--- src/rtl/dfe_out_fifo_if.sv ---
// Sample stream bundle between the DFE core, the output FIFO and the downstream consumer.
// Carries the core-side push strobe with flags and the ready/valid output stream.
// slave = FIFO side, master = core/consumer side.
interface dfe_out_fifo_if #(
  parameter int DATA_WIDTH = 16
);
  logic                         valid_in;
  logic signed [DATA_WIDTH-1:0] core_in;
  logic                         ovf_in;
  logic                         unf_in;
  logic                         out_ready;
  logic                         out_valid;
  logic signed [DATA_WIDTH-1:0] out_data;
  logic [1:0]                   out_flags;

  modport slave (
    input  valid_in, core_in, ovf_in, unf_in, out_ready,
    output out_valid, out_data, out_flags
  );

  modport master (
    output valid_in, core_in, ovf_in, unf_in, out_ready,
    input  out_valid, out_data, out_flags
  );
endinterface

--- src/rtl/dfe_out_fifo.sv ---
// Purpose: output FIFO behind the DFE core chain; stores samples with {unf, ovf} flags, counts drops.
// Latency: a push into an empty FIFO shows on out_valid/out_data one cycle later (registered show-ahead).
// Backpressure: out_ready stalls the head; the core cannot be stalled, so pushes into a full FIFO are dropped.
// Optional: define DFE_OUT_FIFO_HWM_EN to add the hwm (high-watermark of level) output.
module dfe_out_fifo #(
  parameter int DATA_WIDTH = 16,
  parameter int DEPTH      = 16,
  parameter int AF_THRESH  = 12,
  parameter int CNT_WIDTH  = 8
) (
  input  logic                      clk,
  input  logic                      rst,
  dfe_out_fifo_if.slave             io,
  input  logic                      flush,
  input  logic                      clr_stat,
  output logic [$clog2(DEPTH):0]    level,
  output logic                      almost_full,
  output logic                      drop_sticky,
  output logic [CNT_WIDTH-1:0]      drop_cnt
`ifdef DFE_OUT_FIFO_HWM_EN
  ,
  output logic [$clog2(DEPTH):0]    hwm
`endif
);

  localparam int AW = $clog2(DEPTH);
  localparam int PW = AW + 1;
  localparam int EW = DATA_WIDTH + 2;
  localparam logic [PW-1:0] AF_LVL = PW'(AF_THRESH);

  typedef enum logic {
    ST_RUN   = 1'b0,
    ST_FLUSH = 1'b1
  } state_t;

  state_t                 state_q;
  logic [EW-1:0]          mem_q [DEPTH];
  logic [PW-1:0]          wr_ptr_q, wr_ptr_d;
  logic [PW-1:0]          rd_ptr_q, rd_ptr_d;
  logic [PW-1:0]          level_q, level_d;
  logic                   out_valid_q, out_valid_d;
  logic [EW-1:0]          out_ent_q, out_ent_d;
  logic                   drop_sticky_q, drop_sticky_d;
  logic [CNT_WIDTH-1:0]   drop_cnt_q, drop_cnt_d;

  logic                   run_en;
  logic                   full;
  logic                   push;
  logic                   pop;
  logic                   drop;
  logic [EW-1:0]          wr_ent;

  assign wr_ent = {io.unf_in, io.ovf_in, io.core_in};

  // Handshake decode, next pointers, next head entry and drop statistics.
  always_comb begin
    // Flush request cycle and the flush cycle itself both freeze push/pop and suppress drops.
    run_en   = (state_q == ST_RUN) && !flush;
    full     = (wr_ptr_q[AW-1:0] == rd_ptr_q[AW-1:0]) && (wr_ptr_q[AW] != rd_ptr_q[AW]);
    pop      = run_en && out_valid_q && io.out_ready;
    push     = run_en && io.valid_in && (!full || pop);
    drop     = run_en && io.valid_in && full && !pop;

    wr_ptr_d = wr_ptr_q + PW'(push);
    rd_ptr_d = (state_q == ST_FLUSH) ? wr_ptr_q : rd_ptr_q + PW'(pop);
    level_d  = wr_ptr_d - rd_ptr_d;

    // Output register tracks the next head; the sample being written this cycle
    // is forwarded into it when it becomes the head (push into empty, or pop of the last entry).
    out_valid_d = (wr_ptr_d != rd_ptr_d);
    out_ent_d   = out_ent_q;
    if (out_valid_d) begin
      if (push && (rd_ptr_d == wr_ptr_q)) begin
        out_ent_d = wr_ent;
      end else begin
        out_ent_d = mem_q[rd_ptr_d[AW-1:0]];
      end
    end

    // Clear has priority over a coincident drop.
    drop_sticky_d = drop_sticky_q;
    drop_cnt_d    = drop_cnt_q;
    if (clr_stat) begin
      drop_sticky_d = 1'b0;
      drop_cnt_d    = '0;
    end else if (drop) begin
      drop_sticky_d = 1'b1;
      if (drop_cnt_q != {CNT_WIDTH{1'b1}}) begin
        drop_cnt_d = drop_cnt_q + CNT_WIDTH'(1);
      end
    end
  end

  // Flush FSM: one FLUSH cycle per request, re-entered while flush stays high.
  always_ff @(posedge clk or posedge rst) begin
    if (rst) begin
      state_q <= ST_RUN;
    end else begin
      case (state_q)
        ST_RUN:   state_q <= flush ? ST_FLUSH : ST_RUN;
        ST_FLUSH: state_q <= flush ? ST_FLUSH : ST_RUN;
        default:  state_q <= ST_RUN;
      endcase
    end
  end

  // Sample storage; contents need no reset since pointers define what is valid.
  always_ff @(posedge clk) begin
    if (push) begin
      mem_q[wr_ptr_q[AW-1:0]] <= wr_ent;
    end
  end

  // Pointers, level, registered head and drop statistics.
  always_ff @(posedge clk or posedge rst) begin
    if (rst) begin
      wr_ptr_q      <= '0;
      rd_ptr_q      <= '0;
      level_q       <= '0;
      out_valid_q   <= 1'b0;
      out_ent_q     <= '0;
      drop_sticky_q <= 1'b0;
      drop_cnt_q    <= '0;
    end else begin
      wr_ptr_q      <= wr_ptr_d;
      rd_ptr_q      <= rd_ptr_d;
      level_q       <= level_d;
      out_valid_q   <= out_valid_d;
      out_ent_q     <= out_ent_d;
      drop_sticky_q <= drop_sticky_d;
      drop_cnt_q    <= drop_cnt_d;
    end
  end

`ifdef DFE_OUT_FIFO_HWM_EN
  logic [PW-1:0] hwm_q;

  // High-watermark follows the registered level; statistics clear and flush reset it.
  always_ff @(posedge clk or posedge rst) begin
    if (rst) begin
      hwm_q <= '0;
    end else if (clr_stat || (state_q == ST_FLUSH)) begin
      hwm_q <= '0;
    end else if (level_q > hwm_q) begin
      hwm_q <= level_q;
    end
  end

  assign hwm = hwm_q;
`endif

  assign io.out_valid = out_valid_q;
  assign io.out_data  = out_ent_q[DATA_WIDTH-1:0];
  assign io.out_flags = out_ent_q[EW-1 -: 2];
  assign level        = level_q;
  assign almost_full  = (level_q >= AF_LVL);
  assign drop_sticky  = drop_sticky_q;
  assign drop_cnt     = drop_cnt_q;

endmodule
--- src/flat_wrapper.sv ---
// flat-port wrapper written by rule: the top's interface ports become plain ports
module dfe_out_fifo_flat 
#(
  parameter int DATA_WIDTH = 16,
  parameter int DEPTH      = 16,
  parameter int AF_THRESH  = 12,
  parameter int CNT_WIDTH  = 8
)
  (clk, rst, flush, clr_stat, level, almost_full, drop_sticky, drop_cnt, io_valid_in, io_core_in, io_ovf_in, io_unf_in, io_out_ready, io_out_valid, io_out_data, io_out_flags);
  dfe_out_fifo_if #(.DATA_WIDTH(DATA_WIDTH)) io_i ();
  input  logic clk;
  input  logic rst;
  input  logic flush;
  input  logic clr_stat;
  output logic [$clog2(DEPTH):0] level;
  output logic almost_full;
  output logic drop_sticky;
  output logic [CNT_WIDTH-1:0] drop_cnt;
  input wire logic [$bits(io_i.valid_in)-1:0] io_valid_in;
  input wire logic [$bits(io_i.core_in)-1:0] io_core_in;
  input wire logic [$bits(io_i.ovf_in)-1:0] io_ovf_in;
  input wire logic [$bits(io_i.unf_in)-1:0] io_unf_in;
  input wire logic [$bits(io_i.out_ready)-1:0] io_out_ready;
  output wire logic [$bits(io_i.out_valid)-1:0] io_out_valid;
  output wire logic [$bits(io_i.out_data)-1:0] io_out_data;
  output wire logic [$bits(io_i.out_flags)-1:0] io_out_flags;
  assign io_i.valid_in = io_valid_in;
  assign io_i.core_in = io_core_in;
  assign io_i.ovf_in = io_ovf_in;
  assign io_i.unf_in = io_unf_in;
  assign io_i.out_ready = io_out_ready;
  assign io_out_valid = io_i.out_valid;
  assign io_out_data = io_i.out_data;
  assign io_out_flags = io_i.out_flags;
  dfe_out_fifo #(.DATA_WIDTH(DATA_WIDTH), .DEPTH(DEPTH), .AF_THRESH(AF_THRESH), .CNT_WIDTH(CNT_WIDTH)) u_core (.clk(clk), .rst(rst), .io(io_i), .flush(flush), .clr_stat(clr_stat), .level(level), .almost_full(almost_full), .drop_sticky(drop_sticky), .drop_cnt(drop_cnt));
endmodule
--- config.mk ---
export PLATFORM = sky130hd
export DESIGN_NAME = dfe_out_fifo_flat
export DESIGN_NICKNAME = d
export VERILOG_FILES = /design/src/rtl/dfe_out_fifo_if.sv /design/src/rtl/dfe_out_fifo.sv /design/src/flat_wrapper.sv
export SDC_FILE = /design/constraint.sdc
export NUM_CORES = 1
export LEC_CHECK = 0
export CELL_PAD_IN_SITES_DETAIL_PLACEMENT = 0
export CELL_PAD_IN_SITES_GLOBAL_PLACEMENT = 2
export CORE_ASPECT_RATIO = 0.9
export CORE_MARGIN = 3
export CORE_UTILIZATION = 46
export DETAILED_ROUTE_END_ITERATION = 16
export PLACE_DENSITY_LB_ADDON = 0.3
export SLEW_MARGIN = 20
export SYNTH_ARGS = -nofsm -noshare
export SYNTH_HDL_FRONTEND = slang
export SYNTH_SLANG_ARGS = --single-unit
--- constraint.sdc ---
create_clock -name clk -period 11.6 [get_ports clk]
set_input_delay 1.74 -clock clk [delete_from_list [all_inputs] [get_ports clk]]
set_output_delay 1.74 -clock clk [all_outputs]
set_load 0.05 [all_outputs]
# Word level (Yosys, flattened, before mapping)
# Memory sizes are Yosys's and may differ from the RTL's.
# Cells that the tools add are included.
word_totals:
  register_bits: 44
  latch_bits: 0
  mem_bits_rw: 288
  rom_bits: 0
  input_bits: 24
  memories: 1
memory_table:
  columns: ["memory", "depth", "word_bits", "rd", "rd_ports_with_merged_regs", "wr", "line", "source"]
  rows:
  - ["u_core.mem_q", 16, 18, 1, 0, 1, "dfe_out_fifo.sv:37", "logic [EW-1:0] mem_q [DEPTH];"]
classes:
  add_sub_neg: 4
  mul: 0
  div: 0
  order_cmp: 1
  eq_ne: 5
  shifts: 0
  n_mux: 10
  n_bitwise: 1
  reduce_logical: 16
ops:
  columns: ["operator", "count"]
  rows:
  - ["8-bit two-way mux", 3]
  - ["18-bit two-way mux", 1]
  - ["5-bit by 1-bit adder with 5-bit output", 2]
  - ["1-bit logical AND", 9]
  - ["8-bit by 1-bit adder with 8-bit output (second input constant)", 1]
  - ["8-bit inequality test (second input constant)", 1]
  - ["5-bit == test", 1]
  - ["5-bit by 4-bit >= comparator with 1-bit output (second input constant)", 1]
  - ["1-bit two-way mux", 5]
  - ["5-bit two-way mux", 1]
  - ["5-bit inequality test", 1]
  - ["5-bit subtractor", 1]
  - ["4-bit == test", 1]
  - ["2-bit nonzero test", 2]
  - ["1-bit zero test", 3]
  - ["2-bit AND reduction", 1]
  - ["1-bit logical OR", 1]
  - ["1-bit inequality test", 1]
  - ["1-bit NOT", 1]

# Depth between registers and ports, before layout
# Gate-level depths: netlist of the first run.
depth:
  ltp_word: 9
  depth_mapped: 17
  depth_no_buf: 12

# Least setup slack after synthesis of the first run
# No wires, ideal clock.
synth_timing:
  path_kind: "input port to flip-flop"
  start: "input flush"
  end: "memory u_core.mem_q[12][0] in the netlist's numbering, enable pin"
  t_arrival_ns: 4.689
  t_required_ns: 11.154
  setup_slack_ns: 6.465
  cell_stages: 6
  path_buffers: 2
  cell_sequence: "nand4bb_1 -> nand4_1 -> o21ba_1 -> buf_2 -> clkbuf_1 -> nor4b_1"
synth_between:
  elab_chain_len: 8
synth_rtl:
  columns: ["element", "line", "source"]
  rows:
  - ["start, declared", "flat_wrapper.sv:13", "input logic flush;"]
  - ["1-bit zero test *", "dfe_out_fifo.sv:58", "run_en = (state_q == ST_RUN) && !flush;"]
  - ["1-bit logical AND *", "dfe_out_fifo.sv:58", null]
  - ["1-bit logical AND (2 in series)", "dfe_out_fifo.sv:60", "pop = run_en && out_valid_q && io.out_ready;"]
  - ["1-bit logical OR", "dfe_out_fifo.sv:61", "push = run_en && io.valid_in && (!full || pop);"]
  - ["1-bit logical AND *", "dfe_out_fifo.sv:61", null]
  - ["1-bit two-way mux *", "dfe_out_fifo.sv:109", "if (push) begin"]
  - ["1-bit two-way mux (implied by the code) *", "dfe_out_fifo.sv:110", "mem_q[wr_ptr_q[AW-1:0]] <= wr_ent;"]
  - ["end, declared", "dfe_out_fifo.sv:37", null]
# Mark *: on every way between the ends. The rest lies on a longest branch, timed or not.

# Worst setup path after layout of the first run
layout_timing:
  start: "input flush"
  end: "register u_core.out_ent_q[6]"
layout_between:
  elab_chain_len: 9
layout_rtl:
  columns: ["element", "line", "source"]
  rows:
  - ["1-bit zero test *", "dfe_out_fifo.sv:58", null]
  - ["1-bit logical AND *", "dfe_out_fifo.sv:58", null]
  - ["parallel branches: the longest is 7 deep, another holds memory 16 x 18 bit", null, null]
  - ["end signal, assigned", "dfe_out_fifo.sv:129", "out_ent_q <= out_ent_d;"]
  - ["end, declared", "dfe_out_fifo.sv:42", "logic [EW-1:0] out_ent_q, out_ent_d;"]
# Mark *: on every way between the ends.
# A chain may end at the register's enable or synchronous reset.

==> flow_metrics.py, run 1 <==
metrics = {
    "grt": {
        "grt-ovfl-total": 0,
        "grt_pass1_wl_um": 87300,
        "gr-usage-all-layers_pct": 26.4,
        "grt_pass1_vias": 13900,
        "grt_max_degree": 172,
        "antenna_found_initial": 2,
    },
    "drt": {
        "postRouteWirelength_um": 57800,
        "dr.pass1.iters": 6,
        "highest_layer": "met5",
        "vias_per_cell": 6.59,
        "met2_length_um": 26000,
        "remaining_drc_errors": 0,
        "drt-met1-wl_um": 26000,
        "wl_met3_um": 4330,
        "ant_nets": 0,
        "num_vias": 14300,
        "wl_per_cell_um": 26.6,
        "drt_iter0_markers": 1373,
    },
    "clock_tree": {
        "clock-sinks": 332,
        "cts_max_level": 2,
        "cts_setup_buffers": 0,
        "cts_tree": "yes",
        "post_cts_resized": 0,
        "clockBufferDepth": 3,
        "cts_hold_buf": 0,
        "clk_latency_ns": 0.54,
        "clkTransAtPathRegs_ns": 0.06,
        "cts_buffers": 38,
        "cts_root_buf": "clkbuf_16",
    },
    "pwr": {
        "p_per_area_nw_per_um2": 226,
        "ir_worst_vdd_v": 0.000219,
        "leakage_nw": 7.84,
        "p_sw_mw": 1.93,
        "comb_power_share_pct": 43.6,
        "p_int_mw": 2.85,
        "switching_share_pct": 40.3,
        "pwr-share-clk_pct": 23.6,
        "seqPwrFrac_pct": 32.9,
    },
    "die": {
        "fp.dieArea_sq_um": 43800,
        "rows": 69,
        "fp.dieW_um": 220,
        "core_sq_um": 40100,
        "die_y_um": 199,
        "start_util_pct": 47.3,
        "ioPinCount": 58,
    },
    "logic_synthesis": {
        "ys_types": 60,
        "synthCells": 1626,
        "syn-cell-area_sq_um": 19000,
        "synth_seq_cells": 332,
        "ys.flop_type": "edfxtp_1",
        "syn_area_per_cell_sq_um": 11.7,
        "async_flop_share_pct": 13.3,
        "syn_nets": 1659,
        "yosysWarnings": 0,
        "yosysSeqAreaShare_pct": 51.3,
        "synth_edf_count": 288,
    },
    "timing": {
        "report.final.slew_viol_count": 0,
        "fin_crit_ns": 6.95,
        "rsz0062_at_grt": "no",
        "slew_headroom_pct": 21.7,
        "finalWorstSetupSlack_ns": 4.65,
        "fmax_ghz": 0.144,
        "tns_ns": 0,
        "hold_viol": 0,
        "setup_violations": 0,
        "period_share_pct": 59.9,
        "worstMarginPinSlew_ns": 1.17,
        "fin_hold_ws_ns": 0.510,
        "fin_worst_skew_ns": 0.0176,
    },
    "critical_path": {
        "critical_path_class": "in2reg",
        "worstSetupEndpointType": "register",
        "worst_ep_arrival_time_ns": 7.34,
        "r2r_cells": 10,
        "crit_buf_inv": 4,
        "critical_path_required_ns": 12.00,
        "critPathLaunchType": "input pin",
        "cpMaxStageDelayCell": "mux2_2",
        "reg2reg_to": "u_core.out_ent_q[6]",
        "crit_chain": "clkdlybuf4s50_1 > and4bb_1 > buf_4 > nand3_1 > nor2_1 > a221o_1 > clkinv_1 > buf_4 > ha_1 > nand4_1 > nor2_1 > mux2_2 > mux2i_1 > a21oi_1",
        "r2r_slack_ns": 5.47,
        "worst_path_dominant_cell_family": "buffers and inverters",
        "cp_slowest_stage_delay_ns": 0.90,
        "rr_startpoint": "u_core.state_q",
        "critPathMaxFanout": 38,
    },
    "finish": {
        "layout_commonest_cell": "mux2i_1",
        "final_cell_mix": "300 x mux2i_1, 288 x edfxtp_1, 114 x nand2_1",
        "finalInstanceArea_sq_um": 21100,
        "fin_nets": 1645,
        "layout-drive-gt1-share_pct": 9.63,
        "syn2layout_area_growth_pct": 11.3,
    },
    "worst_hold_path": {
        "hold_depth": 2,
        "min_path_type": "reg2reg",
        "hp-start": "u_core.drop_sticky",
        "whs_endpoint": "u_core.drop_sticky",
    },
    "place": {
        "dp.final_hpwl_um": 31600,
        "dpl_cell_area_sq_um": 20000,
        "portBuffers": 57,
        "gp_congestion": 0.792,
        "dp_slack_ns": 4.31,
    },
    "run_status": {
        "status": "complete, no violations",
    },
    "run": {
        "maxCapViolCount": 0,
    },
}
## cell usage after synthesis (all sizes together) (18+ instances only)
cell	number	area share, %
nor2	81	1.6
a32o	35	1.8
o31ai	52	2.1
a211oi	36	1.5
mux2	39	2.3
edfxtp	288	46
a221oi	53	2.4
nor3	23	0.61
nand2	114	2.3
a311oi	18	0.83
a22oi	19	0.78
nand4b	18	0.83
o21ai	53	1.4
clkbuf	73	1.4
nand4	26	0.86
mux2i	300	16
a21oi	79	2.1
nor4	19	0.66
dfrtp	44	5.8
buf	80	2.4
and3	74	2.4
## final cells by class
class	instances	area (sq um)
Clock inverter	6	27.5
Antenna cell	1	2.50
Timing Repair Buffer	99	923
Inverter	10	37.5
Tap cell	532	666
Fill cell	3469	19000
Multi-Input combinational cell	1131	8600
Clock buffer	62	1110
Sequential cell	332	9760
## worst max-delay path by stage
stage	startpoint	end	slack, ns	cells past startpoint
3_5_place_dp	flush	u_core.out_ent_q[13]	4.31	14
6_report	flush	u_core.out_ent_q[6]	4.65	14
5_1_grt	flush	u_core.out_ent_q[17]	4.37	14
2_1_floorplan	flush	u_core.mem_q[12][0]	6.47	6
3_3_place_gp	flush	u_core.out_ent_q[17]	4.49	14
4_1_cts	flush	u_core.out_ent_q[17]	4.85	14
## sequential cells by signal, summed over array words and instances, names as in the netlist
signal and count:
u_core.mem_q 288, u_core.out_ent_q 18, u_core.drop_cnt 8, u_core.level 5, u_core.rd_ptr_q 5, u_core.wr_ptr_q 5
u_core.drop_sticky 1, u_core.io.out_valid 1, u_core.state_q 1
## per-stage QoR
stage	total power [mW]	util (%)	instances
floorplan	3.03	-	1626
global placement	3.61	49.8	2104
detailed placement	3.64	49.8	2104
CTS	4.78	52.6	2172
global route	5.01	52.6	2173
finish	4.78	52.6	2173
## worst min-delay path, stage by stage (launching register included)
cell     delay [ns]
dfrtp_1        0.35
nor2_1         0.05
nor2_1         0.07
## metal layers
| layer | global-route usage (%) | up-vias |
|---|---|---|
| li1 | - | 6369 |
| met3 | 4.38 | 95 |
| met4 | 7.51 | 2 |
| met2 | 41.1 | 585 |
| met5 | 0 | - |
| met1 | 38.4 | 7271 |
## power by group through the flow
stage / Clock (mW) / Combinational, mW / Sequential (mW)
after floorplan: 0 / 1.43 / 1.60
after global placement: 0 / 2.03 / 1.58
after detailed placement: 0 / 2.06 / 1.59
after CTS: 1.14 / 2.07 / 1.56
after global routing: 1.20 / 2.23 / 1.58
final: 1.13 / 2.08 / 1.57
## kinds of logic (layout without fill, tap and decap cells)
group           Yosys count  in the layout  synth area share (%)
buf+inv                 163            177                  4.05
flops                   332            332                  51.3
other cells               0              1                     0
fa+ha+maj                 9              9                 0.633
mux                     339            339                  18.1
xor+xnor                 26             26                  1.34
compound gates          365            365                  13.9
simple gates            392            392                  10.6
(Power assumes the default switching activity.)
==> run 2, diff against run 1 <==
--- a/config.mk
+++ b/config.mk
@@ -9,7 +9,7 @@
 export CELL_PAD_IN_SITES_GLOBAL_PLACEMENT = 2
 export CORE_ASPECT_RATIO = 0.9
 export CORE_MARGIN = 3
-export CORE_UTILIZATION = 46
+export CORE_UTILIZATION = 43
 export DETAILED_ROUTE_END_ITERATION = 16
 export PLACE_DENSITY_LB_ADDON = 0.3
 export SLEW_MARGIN = 20
==> constraint.sdc (replaced) <==
create_clock -name clk -period 6.5 [get_ports clk]
set_input_delay 0.975 -clock clk [delete_from_list [all_inputs] [get_ports clk]]
set_output_delay 0.975 -clock clk [all_outputs]
set_load 0.05 [all_outputs]
==> run 2 against run 1 <==
Cell count increased by 3.2%. Count of clock-buffer cells in the layout decreased by 11. Power increased by 82%. Die area increased by 6.8%. Cell area increased by 0.82%. Non-clock buffer count increased by 7. Critical path type unchanged. Critical path depth decreased by 1. Clock power increased by 89%. Clock skew increased by 0.0047 ns. Register-to-register slack got worse by 3.5 ns. Core utilization decreased by 3.5 points.
==> flow_metrics.py, run 2 (synthesis results as in run 1) <==
metrics = {
    "run_status": {
        "status": "complete, no violations",
    },
    "timing": {
        "setup_violations": 0,
        "tns_ns": 0,
        "worstMarginPinSlew_ns": 1.08,
        "finalWorstSetupSlack_ns": 1.94,
        "fin_worst_skew_ns": 0.0223,
        "report.final.slew_viol_count": 0,
        "fmax_ghz": 0.219,
        "slew_headroom_pct": 27.9,
        "rsz0062_at_grt": "no",
        "period_share_pct": 70.2,
        "hold_viol": 0,
        "fin_crit_ns": 4.56,
    },
    "finish": {
        "largest_reg_flops": 288,
        "syn2layout_area_growth_pct": 12.2,
        "final_cell_mix": "300 x mux2i_1, 288 x edfxtp_1, 114 x nand2_1",
        "layout_commonest_cell": "mux2i_1",
        "fin_nets": 1653,
        "antenna_cells": 0,
        "layout-drive-gt1-share_pct": 10.5,
        "finalInstanceArea_sq_um": 21300,
    },
    "die": {
        "die_y_um": 205,
        "rows": 72,
        "start_util_pct": 43.8,
        "fp.dieW_um": 228,
        "fp.dieArea_sq_um": 46700,
        "core_sq_um": 43300,
        "ioPinCount": 58,
    },
    "pwr": {
        "comb_power_share_pct": 43.1,
        "p_sw_mw": 3.50,
        "p_int_mw": 5.17,
        "p_per_area_nw_per_um2": 407,
        "switching_share_pct": 40.4,
        "seqPwrFrac_pct": 32.2,
        "leakage_nw": 7.91,
        "pwr-share-clk_pct": 24.7,
        "ir_worst_vdd_v": 0.000316,
    },
    "grt": {
        "grt_max_degree": 93,
        "grt-ovfl-total": 0,
        "grt_pass1_vias": 13600,
        "antenna_found_initial": 0,
        "grt_pass1_wl_um": 87700,
        "gr-usage-all-layers_pct": 25.1,
    },
    "drt": {
        "vias_per_cell": 6.38,
        "wl_per_cell_um": 26.2,
        "ant_nets": 0,
        "drt_iter0_markers": 1274,
        "dr.pass1.iters": 7,
        "num_vias": 14300,
        "postRouteWirelength_um": 58700,
        "remaining_drc_errors": 0,
    },
    "critical_path": {
        "critical_path_class": "in2reg",
        "worstSetupEndpointType": "register",
        "r2r_cells": 12,
        "critPathLaunchType": "input pin",
        "critical_path_required_ns": 6.94,
        "worst_ep_arrival_time_ns": 5.00,
        "critPathMaxFanout": 37,
    },
    "place": {
        "dp.final_hpwl_um": 33700,
        "gp_congestion": 0.776,
        "dpl_cell_area_sq_um": 20100,
        "dp_slack_ns": 1.43,
        "portBuffers": 57,
    },
    "clock_tree": {
        "cts_tree": "yes",
        "clk_latency_ns": 0.56,
        "cts_setup_buffers": 0,
        "post_cts_resized": 0,
        "cts_root_buf": "clkbuf_16",
        "cts_hold_buf": 0,
        "clkTransAtPathRegs_ns": 0.06,
        "cts_max_level": 2,
        "clockBufferDepth": 3,
        "cts_buffers": 39,
        "clock-sinks": 332,
    },
    "worst_hold_path": {
        "min_path_type": "reg2reg",
        "hold_depth": 2,
    },
    "run": {
        "maxCapViolCount": 0,
    },
}
==> run 2: cell count changes in the layout (fill, tap and decap cells not counted), moves of 2 or more <==
| cell | change |
|---|---|
| buf_12 | -2 |
| buf_4 | +9 |
| bufinv_16 | +2 |
| clkbuf_1 | -10 |
| clkbuf_16 | +2 |
| clkbuf_8 | -3 |
| clkinv_1 | +4 |
| clkinv_2 | +7 |
| clkinvlp_4 | +2 |
| nor2_2 | +3 |
| nor2_4 | -3 |
==> run 2: worst paths after layout <==
check | from | to | slack, ns
worst max-delay path | flush | u_core.out_ent_q[5] | 1.94
worst min register to register | u_core.drop_sticky | u_core.drop_sticky | 0.50
worst min-delay path | u_core.drop_sticky | u_core.drop_sticky | 0.50
min in group asynchronous | rst | u_core.level[0] | 0.93
worst max register to register | u_core.wr_ptr_q[0] | u_core.out_ent_q[5] | 2.01
max in group asynchronous | rst | u_core.state_q | 5.04
==> run 2: through the flow <==
step                      hold slack (ns)  utilization, %  power (mW)  instances
after floorplan                     0.523               -        5.42       1626
after global placement              0.484            46.3        6.50       2171
after detailed placement            0.504            46.3        6.55       2171
after CTS                           0.515            49.2        8.70       2242
after global routing                0.535            49.2        9.08       2242
final                               0.505            49.2        8.68       2242
==> run 2: area by class of cell <==
class,count,area (sq um)
Fill cell,3809,22000
Sequential cell,332,9760
Multi-Input combinational cell,1131,8590
Clock buffer,51,1080
Timing Repair Buffer,106,951
Tap cell,592,741
Clock inverter,20,144
Inverter,10,37.5
==> run 2: power by group through the flow <==
stage / Combinational, mW / Clock (mW) / Sequential, mW
finish: 3.74 / 2.14 / 2.80
CTS: 3.73 / 2.19 / 2.79
floorplan: 2.55 / 0 / 2.86
global placement: 3.67 / 0 / 2.83
global route: 4.00 / 2.27 / 2.81
detailed placement: 3.72 / 0 / 2.83
==> run 2: per-layer routing <==
layer	share of wire, %	GRT usage (%)	wire [um]
met1	47	37.1	27300
met2	44	38.0	26100
met3	6.3	3.68	3700
met4	2.8	7.98	1640
met5	0	0	0
==> run 2: critical path: stages <==
cell	delay [ns]
clkdlybuf4s50_1	0.47
nand4bb_1	0.42
nand4_1	0.28
o21ba_1	0.30
buf_4	0.34
ha_1	0.22
xor2_1	0.11
ha_1	0.36
nand4_1	0.12
nor2_1	0.13
mux2_2	0.88
mux2i_1	0.30
a21oi_1	0.06
==> run 3, diff against run 2 <==
==> constraint.sdc (replaced) <==
create_clock -name clk -period 4.4 [get_ports clk]
set_input_delay 0.66 -clock clk [delete_from_list [all_inputs] [get_ports clk]]
set_output_delay 0.66 -clock clk [all_outputs]
set_load 0.05 [all_outputs]
==> run 3 against run 2 <==
Sequential cell count unchanged. First-iteration DRC count up 6.6%. Wire length down 1.5%. Setup slack worse by 1.2 ns. Hold slack better by 0.0084 ns. Count of clock-buffer cells in the layout up 2. Core utilization up 0.31 points.
==> flow_metrics.py, run 3 (synthesis results as in run 1) <==
metrics = {
    "run_status": {
        "status": "complete, no violations",
    },
    "drt": {
        "wl_per_cell_um": 25.6,
        "highest_layer": "met4",
        "num_vias": 14300,
        "met2_length_um": 26400,
        "drt-met1-wl_um": 26100,
        "vias_per_cell": 6.33,
        "postRouteWirelength_um": 57800,
        "remaining_drc_errors": 0,
        "dr.pass1.iters": 6,
        "wl_met3_um": 4190,
        "ant_nets": 0,
        "drt_iter0_markers": 1358,
    },
    "timing": {
        "report.final.slew_viol_count": 0,
        "tns_ns": 0,
        "finalWorstSetupSlack_ns": 0.778,
        "fin_crit_ns": 3.62,
        "hold_viol": 0,
        "setup_violations": 0,
        "slew_headroom_pct": 33.9,
        "fin_worst_skew_ns": 0.0215,
        "fmax_ghz": 0.276,
        "worstMarginPinSlew_ns": 0.992,
        "period_share_pct": 82.3,
        "rsz0062_at_grt": "no",
    },
    "die": {
        "core_sq_um": 43300,
        "die_y_um": 205,
        "ioPinCount": 58,
        "fp.dieW_um": 228,
        "fp.dieArea_sq_um": 46700,
        "start_util_pct": 43.8,
        "rows": 72,
    },
    "finish": {
        "fin_nets": 1673,
        "layout-drive-gt1-share_pct": 11.3,
        "final_cell_mix": "300 x mux2i_1, 288 x edfxtp_1, 114 x nand2_1",
        "syn2layout_area_growth_pct": 12.9,
        "largest_reg_flops": 288,
        "antenna_cells": 0,
        "layout_commonest_cell": "mux2i_1",
        "finalInstanceArea_sq_um": 21400,
        "fillers": 3840,
    },
    "grt": {
        "antenna_found_initial": 0,
        "grt_pass1_wl_um": 87100,
        "grt_max_degree": 141,
        "grt-ovfl-total": 0,
        "grt_pass1_vias": 13700,
        "gr-usage-all-layers_pct": 24.7,
    },
    "place": {
        "dpl_cell_area_sq_um": 20300,
        "gp_congestion": 0.785,
        "portBuffers": 57,
        "dp_slack_ns": 0.286,
        "dp.final_hpwl_um": 33200,
    },
    "critical_path": {
        "critical_path_class": "reg2reg",
        "r2r_cells": 13,
        "critical_path_required_ns": 4.80,
        "critPathMaxFanout": 37,
        "worstSetupEndpointType": "register",
        "worst_ep_arrival_time_ns": 4.03,
        "critPathLaunchType": "register",
    },
    "pwr": {
        "leakage_nw": 8.01,
        "ir_worst_vdd_v": 0.000408,
        "p_per_area_nw_per_um2": 594,
    },
    "clock_tree": {
        "cts_max_level": 2,
        "clkTransAtPathRegs_ns": 0.06,
        "clk_latency_ns": 0.54,
        "cts_hold_buf": 0,
        "cts_tree": "yes",
        "cts_setup_buffers": 0,
        "cts_buffers": 38,
        "clockBufferDepth": 3,
        "clock-sinks": 332,
        "cts_root_buf": "clkbuf_16",
        "post_cts_resized": 0,
    },
    "run": {
        "maxCapViolCount": 0,
    },
    "worst_hold_path": {
        "min_path_type": "reg2reg",
        "hold_depth": 2,
    },
}
-- run 3: critical path, cell delays in order, from the launching register on --
cell and delay (ns):
dfrtp_4 0.61, nand4bb_1 0.47, nand4_1 0.31, o21ba_1 0.19, ha_1 0.20, nand2_1 0.08
xnor2_1 0.22, ha_1 0.31, nand4_1 0.13, nor2_1 0.05, mux2_2 0.29, buf_12 0.20
a311oi_1 0.30, a21oi_1 0.11
-- run 3: layout make-up --
type	instances	area [sq um]	area share (%)
Sequential cell	332	9760	45.5
Multi-Input combinational cell	1131	8570	40.0
Timing Repair Buffer	127	1180	5.52
Clock buffer	53	1050	4.89
Tap cell	592	741	3.46
Clock inverter	16	100	0.467
Inverter	10	38.8	0.181
-- run 3: stage by stage --
stage	hold slack (ns)	power (mW)	utilization [%]	instances
floorplan	0.523	8.00	-	1626
global placement	0.505	9.69	46.8	2192
detailed placement	0.501	9.76	46.8	2192
CTS	0.520	12.8	49.5	2261
global route	0.580	13.4	49.5	2261
finish	0.513	12.7	49.5	2261
-- run 3: worst paths after layout --
kind / start / to / slack, ns
setup reg to reg: u_core.state_q / u_core.out_ent_q[8] / 0.78
hold / removal: u_core.drop_sticky / u_core.drop_sticky / 0.51
hold reg to reg: u_core.drop_sticky / u_core.drop_sticky / 0.51
setup / recovery: u_core.state_q / u_core.out_ent_q[8] / 0.78
max in group asynchronous: rst / u_core.wr_ptr_q[0] / 3.18
min in group asynchronous: rst / u_core.out_ent_q[2] / 0.61
-- run 3: report_power, final --
group / switching, mW / total [mW] / internal (mW) / leakage (nW)
Sequential: 0.252 / 3.93 / 3.67 / 3.12
Combinational: 3.57 / 5.82 / 2.25 / 4.33
Clock: 1.27 / 2.99 / 1.72 / 0.558
-- run 3: routing by layer --
layer | track usage (%) | vias up
li1 | - | 6419
met1 | 35.9 | 7286
met2 | 39.1 | 540
met3 | 3.74 | 74
met4 | 5.71 | 0
met5 | 0 | -
